File: src/rtl/bcd_tick_counter_if.sv
// Control and status bundle for bcd_tick_counter.
// master: drives enable/direction/load and observes the count and status pulses.
// slave:  the counter itself.
interface bcd_tick_counter_if #(
    parameter int unsigned NUM_DIGITS = 2
);
    logic                    ENABLE_I;
    logic                    UP_I;
    logic                    LOAD_I;
    logic [4*NUM_DIGITS-1:0] LOAD_VALUE_I;
    logic [4*NUM_DIGITS-1:0] BCD_O;
    logic                    TICK_O;
    logic                    WRAP_O;
    logic                    LOAD_ERR_O;

    modport master (
        output ENABLE_I, UP_I, LOAD_I, LOAD_VALUE_I,
        input  BCD_O, TICK_O, WRAP_O, LOAD_ERR_O
    );

    modport slave (
        input  ENABLE_I, UP_I, LOAD_I, LOAD_VALUE_I,
        output BCD_O, TICK_O, WRAP_O, LOAD_ERR_O
    );
endinterface

File: src/rtl/bcd_tick_counter.sv
// Multi-digit BCD counter with an integrated clock-divider tick generator.
// Counts up or down modulo MOD_VALUE, one step every DIV_COUNT enabled cycles,
// with pause, validated synchronous load and tick/wrap/load-error pulses.
module bcd_tick_counter #(
    parameter int unsigned DIV_COUNT  = 50000000,
    parameter int unsigned NUM_DIGITS = 2,
    parameter int unsigned MOD_VALUE  = 60
) (
    input  logic CLOCK_50_I,
    input  logic RESET_I,
    bcd_tick_counter_if.slave bus
);

    localparam int unsigned BCD_W = 4 * NUM_DIGITS;
    localparam int unsigned DIV_W = (DIV_COUNT > 1) ? $clog2(DIV_COUNT) : 1;
    localparam logic [DIV_W-1:0] DIV_LAST = DIV_W'(DIV_COUNT - 1);

    // Elaboration-time binary-to-BCD conversion for the wrap limit.
    function automatic logic [BCD_W-1:0] to_bcd(input int unsigned v);
        logic [BCD_W-1:0] r;
        int unsigned      t;
        r = '0;
        t = v;
        for (int unsigned k = 0; k < NUM_DIGITS; k++) begin
            r[4*k +: 4] = 4'(t % 10);
            t = t / 10;
        end
        return r;
    endfunction

    localparam logic [BCD_W-1:0] MAX_BCD = to_bcd(MOD_VALUE - 1);

    logic [DIV_W-1:0] div_q;
    logic [BCD_W-1:0] bcd_q;
    logic             tick_q;
    logic             wrap_q;
    logic             load_err_q;

    logic [BCD_W-1:0] bcd_inc;
    logic [BCD_W-1:0] bcd_dec;
    logic             carry;
    logic             borrow;
    logic [3:0]       digit;
    logic             load_digits_ok;
    logic             load_ok;
    logic             at_max;
    logic             at_zero;
    logic             div_last;

    // Ripple BCD increment/decrement of the current count and per-digit load check.
    always_comb begin
        bcd_inc        = bcd_q;
        bcd_dec        = bcd_q;
        carry          = 1'b1;
        borrow         = 1'b1;
        digit          = '0;
        load_digits_ok = 1'b1;
        for (int unsigned k = 0; k < NUM_DIGITS; k++) begin
            digit = bcd_q[4*k +: 4];
            if (carry) begin
                if (digit == 4'd9) begin
                    bcd_inc[4*k +: 4] = 4'd0;
                end else begin
                    bcd_inc[4*k +: 4] = digit + 4'd1;
                    carry = 1'b0;
                end
            end
            if (borrow) begin
                if (digit == 4'd0) begin
                    bcd_dec[4*k +: 4] = 4'd9;
                end else begin
                    bcd_dec[4*k +: 4] = digit - 4'd1;
                    borrow = 1'b0;
                end
            end
            if (bus.LOAD_VALUE_I[4*k +: 4] > 4'd9) begin
                load_digits_ok = 1'b0;
            end
        end
    end

    // With every digit <= 9, an unsigned compare of BCD words orders them numerically,
    // so the range check needs no binary conversion.
    always_comb begin
        load_ok  = load_digits_ok && (bus.LOAD_VALUE_I <= MAX_BCD);
        at_max   = (bcd_q == MAX_BCD);
        at_zero  = (bcd_q == '0);
        div_last = (div_q == DIV_LAST);
    end

    // Divider, count and status pulses; priority reset > load > step.
    always_ff @(posedge CLOCK_50_I) begin
        if (RESET_I) begin
            div_q      <= '0;
            bcd_q      <= '0;
            tick_q     <= 1'b0;
            wrap_q     <= 1'b0;
            load_err_q <= 1'b0;
        end else begin
            tick_q     <= 1'b0;
            wrap_q     <= 1'b0;
            load_err_q <= 1'b0;
            if (bus.LOAD_I) begin
                if (load_ok) begin
                    bcd_q <= bus.LOAD_VALUE_I;
                    div_q <= '0;
                end else begin
                    load_err_q <= 1'b1;
                end
            end else if (bus.ENABLE_I) begin
                if (div_last) begin
                    div_q  <= '0;
                    tick_q <= 1'b1;
                    if (bus.UP_I) begin
                        if (at_max) begin
                            bcd_q  <= '0;
                            wrap_q <= 1'b1;
                        end else begin
                            bcd_q <= bcd_inc;
                        end
                    end else begin
                        if (at_zero) begin
                            bcd_q  <= MAX_BCD;
                            wrap_q <= 1'b1;
                        end else begin
                            bcd_q <= bcd_dec;
                        end
                    end
                end else begin
                    div_q <= div_q + DIV_W'(1);
                end
            end
        end
    end

    assign bus.BCD_O      = bcd_q;
    assign bus.TICK_O     = tick_q;
    assign bus.WRAP_O     = wrap_q;
    assign bus.LOAD_ERR_O = load_err_q;

endmodule
File: src/flat_wrapper.sv
// flat-port wrapper written by rule: the top's interface ports become plain ports
module bcd_tick_counter_flat 
#(
    parameter int unsigned DIV_COUNT  = 50000000,
    parameter int unsigned NUM_DIGITS = 2,
    parameter int unsigned MOD_VALUE  = 60
)
  (CLOCK_50_I, RESET_I, bus_ENABLE_I, bus_UP_I, bus_LOAD_I, bus_LOAD_VALUE_I, bus_BCD_O, bus_TICK_O, bus_WRAP_O, bus_LOAD_ERR_O);
  bcd_tick_counter_if #(.NUM_DIGITS(NUM_DIGITS)) bus_i ();
  input  logic CLOCK_50_I;
  input  logic RESET_I;
  input wire logic [$bits(bus_i.ENABLE_I)-1:0] bus_ENABLE_I;
  input wire logic [$bits(bus_i.UP_I)-1:0] bus_UP_I;
  input wire logic [$bits(bus_i.LOAD_I)-1:0] bus_LOAD_I;
  input wire logic [$bits(bus_i.LOAD_VALUE_I)-1:0] bus_LOAD_VALUE_I;
  output wire logic [$bits(bus_i.BCD_O)-1:0] bus_BCD_O;
  output wire logic [$bits(bus_i.TICK_O)-1:0] bus_TICK_O;
  output wire logic [$bits(bus_i.WRAP_O)-1:0] bus_WRAP_O;
  output wire logic [$bits(bus_i.LOAD_ERR_O)-1:0] bus_LOAD_ERR_O;
  assign bus_i.ENABLE_I = bus_ENABLE_I;
  assign bus_i.UP_I = bus_UP_I;
  assign bus_i.LOAD_I = bus_LOAD_I;
  assign bus_i.LOAD_VALUE_I = bus_LOAD_VALUE_I;
  assign bus_BCD_O = bus_i.BCD_O;
  assign bus_TICK_O = bus_i.TICK_O;
  assign bus_WRAP_O = bus_i.WRAP_O;
  assign bus_LOAD_ERR_O = bus_i.LOAD_ERR_O;
  bcd_tick_counter #(.DIV_COUNT(DIV_COUNT), .NUM_DIGITS(NUM_DIGITS), .MOD_VALUE(MOD_VALUE)) u_core (.CLOCK_50_I(CLOCK_50_I), .RESET_I(RESET_I), .bus(bus_i));
endmodule
File: config.mk
export PLATFORM = sky130hd
export DESIGN_NAME = bcd_tick_counter_flat
export DESIGN_NICKNAME = d
export VERILOG_FILES = /design/src/rtl/bcd_tick_counter_if.sv /design/src/rtl/bcd_tick_counter.sv /design/src/flat_wrapper.sv
export SDC_FILE = /design/constraint.sdc
export NUM_CORES = 1
export LEC_CHECK = 0
export BUFFER_PORTS_ARGS = -buffer_cell sky130_fd_sc_hd__buf_2
export CORE_MARGIN = 5
export CORE_UTILIZATION = 60
export CTS_CLUSTER_DIAMETER = 120
export DETAILED_ROUTE_END_ITERATION = 8
export PLACE_DENSITY = 0.81
export RECOVER_POWER = 25
export SYNTH_ARGS = -nofsm -noshare
export SYNTH_HDL_FRONTEND = slang
export SYNTH_SLANG_ARGS = --single-unit
File: constraint.sdc
create_clock -name CLOCK_50_I -period 3.7 [get_ports CLOCK_50_I]
set_input_delay 0.74 -clock CLOCK_50_I [delete_from_list [all_inputs] [get_ports CLOCK_50_I]]
set_output_delay 0.74 -clock CLOCK_50_I [all_outputs]
set_load 0.01 [all_outputs]
# Word-level counts from Yosys, hierarchy flattened
# Cells that the tools add are included.
# W data, S select, Z words.
[word_totals]
register_bits = 37
output_inout_bits = 11
[classes]
add_sub_neg = 5
order_cmp = 3
n_eq_ne = 6
mux = 26
bitwise_logic = 3
reduce_logical = 13
[op_table]
columns = ["operator", "count"]
rows = [
  ["$mux W26", 4],
  ["$mux W8", 7],
  ["$add A26 B1 Y26 const B", 1],
  ["$eq A26 B26 Y1 const B", 1],
  ["$mux W4", 6],
  ["$mux W1", 9],
  ["$add A4 B1 Y4 const B", 2],
  ["$eq A4 B4 Y1 const B", 2],
  ["$eq A8 B7 Y1 const B", 1],
  ["$gt A4 B4 Y1 const B", 2],
  ["$le A8 B7 Y1 const B", 1],
  ["$logic_not A4 Y1", 2],
  ["$logic_not A8 Y1", 1],
  ["$sub A4 B1 Y4 const B", 2],
  ["$reduce_and A5 Y1", 1],
  ["$ne A4 B1 Y1 const B", 1],
  ["$reduce_bool A2 Y1", 2],
  ["$reduce_bool A4 Y1", 1],
  ["$reduce_or A4 Y1", 1],
  ["$not A1 Y1", 3],
  ["$reduce_and A3 Y1", 1],
  ["$reduce_or A3 Y1", 1],
  ["$ne A2 B1 Y1 const B", 1],
  ["$reduce_and A2 Y1", 1],
  ["2 further kinds", 2],
]

# Longest topological paths before layout
[depth]
depth_word = 8
mapped_depth = 7
ltp_nobuf = 7

# Least setup slack after synthesis
# Ideal clock, no wire load.
[synth_path]
path_kind = "in2reg"
start = "input bus_LOAD_I"
end = "register u_core.bcd_q[3], in the netlist u_core.bus.BCD_O[3]"
setup_ns = 0.071
t_arrival_ns = 2.511
required_time_ns = 3.629
path_slack_ns = 1.118
cell_stages = 6
n_path_buf = 1
path_cell_list = "or3b_1 or4_1 o21a_1 buf_6 or4_1 a21oi_1"
[synth_between]
elab_chain_len = 2
elab_cells_between_ends = 5
classes_between = "eq/ne (1); mux (1); reduce/logical (3)"
[synth_rtl]
columns = ["item", "line", "source"]
rows = [
  ["start: declaration", "flat_wrapper.sv:14", "input wire logic [$bits(bus_i.LOAD_I)-1:0] bus_LOAD_I;"],
  ["$ne A2 B1 Y1 (no line) or $reduce_bool A2 Y1 (tied branches)", "--", ""],
  ["$reduce_and A3 Y1 (no line)", "--", ""],
  ["end signal: assignment", "bcd_tick_counter.sv:105", "bcd_q <= bus.LOAD_VALUE_I;"],
  ["end signal: assignment", "bcd_tick_counter.sv:119", "bcd_q <= bcd_inc;"],
  ["end: declaration", "bcd_tick_counter.sv:34", "logic [BCD_W-1:0] bcd_q;"],
]
# Several ways; a longest one is shown, not always the timed one.
# A chain may end at the register's enable or synchronous reset.

# Worst setup path in the final report
# Ends and elaborated chain as after synthesis.

==> summary.md <==
| Metric | Value |
|---|---|
| Total Nets Final | 328 |
| Largest fanout on the critical path | 13 |
| Post-synthesis sequential element count | 37 |
| Internal power | 0.000709 W |
| Synth top area cells | dfxtp_1, a21oi_1, nand2_1 |
| Final Max Slew Viols | 0 |
| Post-synth top cells | dfxtp_1, nand2_1, nor2_1 |
| Setup Fix Bufs, Post-CTS | 0 |
| Highest clock frequency the design can meet | 0.373 GHz |
| Met1 Usage GRT | 29.2% |
| Power share of the combinational group | 10.5% |
| Hold Path End | u_core.div_q[23]$_SDFFE_PP0P_ |
| Clock share of power | 44.7% |
| Switching fraction of total power | 23.8% |
| Final estimated routing congestion in global placement | 0.869 |
| Distinct cells, synth | 58 |
| Initial cell density of the core | 62.1% |
| Type of the worst setup path | input pin to flop |
| Source of the critical timing path | bus_LOAD_I |
| Max Cap Violations | 0 |
| Total routed wirelength | 5.69 mm |
| Max-slew headroom | 48.8% |
| Cell chosen for the clock root | clkbuf_8 |
| Total DRC errors in the routed layout | 0 |
| Startpoint of the worst-slack reg-to-reg timing path | u_core.div_q[8]$_SDFFE_PP0P_ |
| Number of sinks handled by clock tree synthesis | 37 |
| Overall global routing resource usage | 22.7% |
| Total number of placement rows | 22 |
| Via-per-instance ratio | 6.38 |
| Initial DRC Count | 149 |
| Most area-hungry cell type in the Yosys netlist | dfxtp_1 |
| Wire length per cell | 15.8 µm |
| Initial DRT Pass Iterations | 4 |
| Half-perimeter wire length after placement | 4.14 mm |
| Count of cells along the worst register-to-register path | 5 |
| Die area | 5150 µm² |
| Global-route wire length before repair | 9.43 mm |
| Capture point of the worst reg-to-reg path | u_core.bus.BCD_O[3]$_SDFFE_PP0P_ |
| Buffers on Ports | 23 |
| Overall die width | 71.8 µm |
| EDFF count, synth | 0 |
| Leakage power of the design | 0.873 nW |
| Vias in the first global route | 2041 |
| Final clock period utilization by the worst path | 72.5% |
| Slew at the pin closest to its max-slew limit | 0.767 ns |
| GR Layer Usage met3 | 5.05% |
| Arrival @ worst endpoint | 2.91 ns |
| Clock skew after layout | 0.00979 ns |
| Total Negative Setup Slacks | 0 ns |
| Seq/Total Area, Yosys | 32.3% |
| Setup slack on the worst flop-to-flop path | 1.18 ns |
| Instance count of the mapped netlist | 295 |
| Share of synthesized flip-flops with an asynchronous set or reset | 0% |
| Endpoints failing hold | 0 |
| Area added between synthesis and finish | 11.1% |
| Warnings, synthesis | 0 |
| Syn_nets | 312 |
| # hold bufs at CTS | 0 |
| Top-area cell type share of the netlist area | 32.3% |
| Sequential share of power | 44.7% |
| Count of instances resized after the clock tree is built | 0 |
| Cell depth of the worst min-delay path | 1 |
| Design Power | 0.000930 W |
| Pin count of the biggest net entering global routing | 19 |
| Min cycle time layout | 2.68 ns |
| Die Height | 71.8 µm |
| Worst IR drop on VDD | 0.294 mV |
| Placeable core area | 3690 µm² |
| Required arrival time at the worst endpoint | 3.93 ns |
| Antenna cell count | 0 |
| Max H-tree Level | 2 |
| GR Layer Usage met2 | 37.8% |
| Area of the mapped netlist | 2290 µm² |
| Clock insertion delay at the later pin of the skew report | 0.30 ns |
| Clock tree from TritonCTS | done |
| Top-level I/O count | 24 |
| Top-count cell post-synth | dfxtp_1 |
| Hold Worst Slack | 0.465 ns |
| Class of the worst hold path | flop to flop |
| Top flip-flop cell by instance count after synthesis | dfxtp_1 |
| Count of vias placed by the detailed router | 2296 |
| Psw | 0.000221 W |
| Largest buffer count on any clock path | 2 |
| DRT antenna net count | 0 |
| Fraction of final layout cells sized beyond drive strength 1 | 11.9% |
| Antenna violations before repair | 0 |
| Unrepaired setup endpoints after global routing | false |
| Final setup fails | 0 |
| Total gr overflow | 0 |
| Run status | finished, final reports clean |
| Worst Hold Launch | u_core.div_q[23]$_SDFFE_PP0P_ |
| Setup crit end kind | flop |
| PD cells | 366 nW/µm² |
| Mean post-synth cell area | 7.76 µm² |
| Clock Pin Slew Worst Setup and Hold Paths | 0.07 ns |
| TritonCTS Buffers | 5 |
| GRT busiest layer | met2 |
| Critical Path Start Type | input pin |
==> final cells by class <==
class / instances / area [µm²]
fill: 336 / 1140
inverter: 6 / 22.5
timing repair buffer: 27 / 130
tap: 48 / 60.1
clock buffer: 5 / 68.8
clock inverter: 3 / 65.1
sequential: 37 / 741
multi-input combinational: 234 / 1460
==> through the flow <==
step / setup WS [ns] / utilization [%] / area, µm² / instances
2_1_floorplan: 1.12 / - / 2290 / 295
3_3_place_gp: 0.921 / 65.7 / 2420 / 352
3_5_place_dp: 0.831 / 65.7 / 2420 / 352
4_1_cts: 1.14 / 69.4 / 2560 / 360
5_1_grt: 0.916 / 69.0 / 2540 / 360
6_report: 1.02 / 69.0 / 2540 / 360
==> worst max path at each step <==
stage	end	slack [ns]	depth (start not counted)
after floorplan	u_core.bus.BCD_O[3]$_SDFFE_PP0P_	1.12	6
after global placement	u_core.bus.BCD_O[3]$_SDFFE_PP0P_	0.92	6
after detailed placement	u_core.bus.BCD_O[3]$_SDFFE_PP0P_	0.83	6
after CTS	u_core.bus.BCD_O[3]$_SDFFE_PP0P_	1.14	6
after global routing	u_core.bus.BCD_O[3]$_SDFFE_PP0P_	0.92	6
final	u_core.bus.BCD_O[3]$_SDFFE_PP0P_	1.02	6
==> routing by layer <==
metal | up-vias | wire length (µm)
met5 | - | 0
met4 | 0 | 97
li1 | 1143 | -
met2 | 72 | 2760
met3 | 10 | 350
met1 | 1071 | 2480
==> layout by cell type, fill, tap and decap left out, drive strengths merged, types with 3 or more instances in the layout <==
cell    Yosys  layout
dfxtp      37      37
nor2       26      26
a211oi      5       5
ha          4       4
nand2      29      29
a31oi      11      11
or4b        3       3
o31ai       4       4
and3        3       3
xnor2       6       6
o21ai      13      13
a21oi      22      22
nor3       12      12
nor4        6       6
clkbuf     15      15
inv         6       6
buf         3      17
nand4       6       6
nand2b      4       4
or4         6       6
xor2        3       3
nand3      19      19
and4        5       5
mux2i       5       5
and2        3       3
==> critical path, cell delays in order <==
cell      delay (ns)
clkbuf_1        0.24
or3b_1          0.44
or4_1           0.49
o21a_1          0.30
or4_1           0.55
a21oi_1         0.15
==> power by group through the flow <==
stage | registers (W) | logic (W) | clock network [W]
final | 0.000416 | 0.0000981 | 0.000416
after global routing | 0.000418 | 0.000107 | 0.000443
after CTS | 0.000416 | 0.0000991 | 0.000421
after detailed placement | 0.000425 | 0.0000986 | 0
after global placement | 0.000425 | 0.0000974 | 0
after floorplan | 0.000421 | 0.0000720 | 0
==> logic make-up (layout without fill, tap and decap cells) <==
family | Yosys count | after routing | synth area share [%]
simple gates | 138 | 138 | 32.8
compound gates | 78 | 78 | 22.7
flops | 37 | 37 | 32.3
buf+inv | 24 | 41 | 4.32
xor+xnor | 9 | 9 | 3.44
mux | 5 | 5 | 2.19
fa+ha+maj | 4 | 4 | 2.19
==> flip-flops by register name, summed over array words and instances, names as in the netlist <==
register and flops:
u_core.bus.BCD_O 8, u_core.bus.WRAP_O 1, u_core.div_q 26, u_core.bus.TICK_O 1, u_core.bus.LOAD_ERR_O 1
Power figures use the tool's default switching activity.
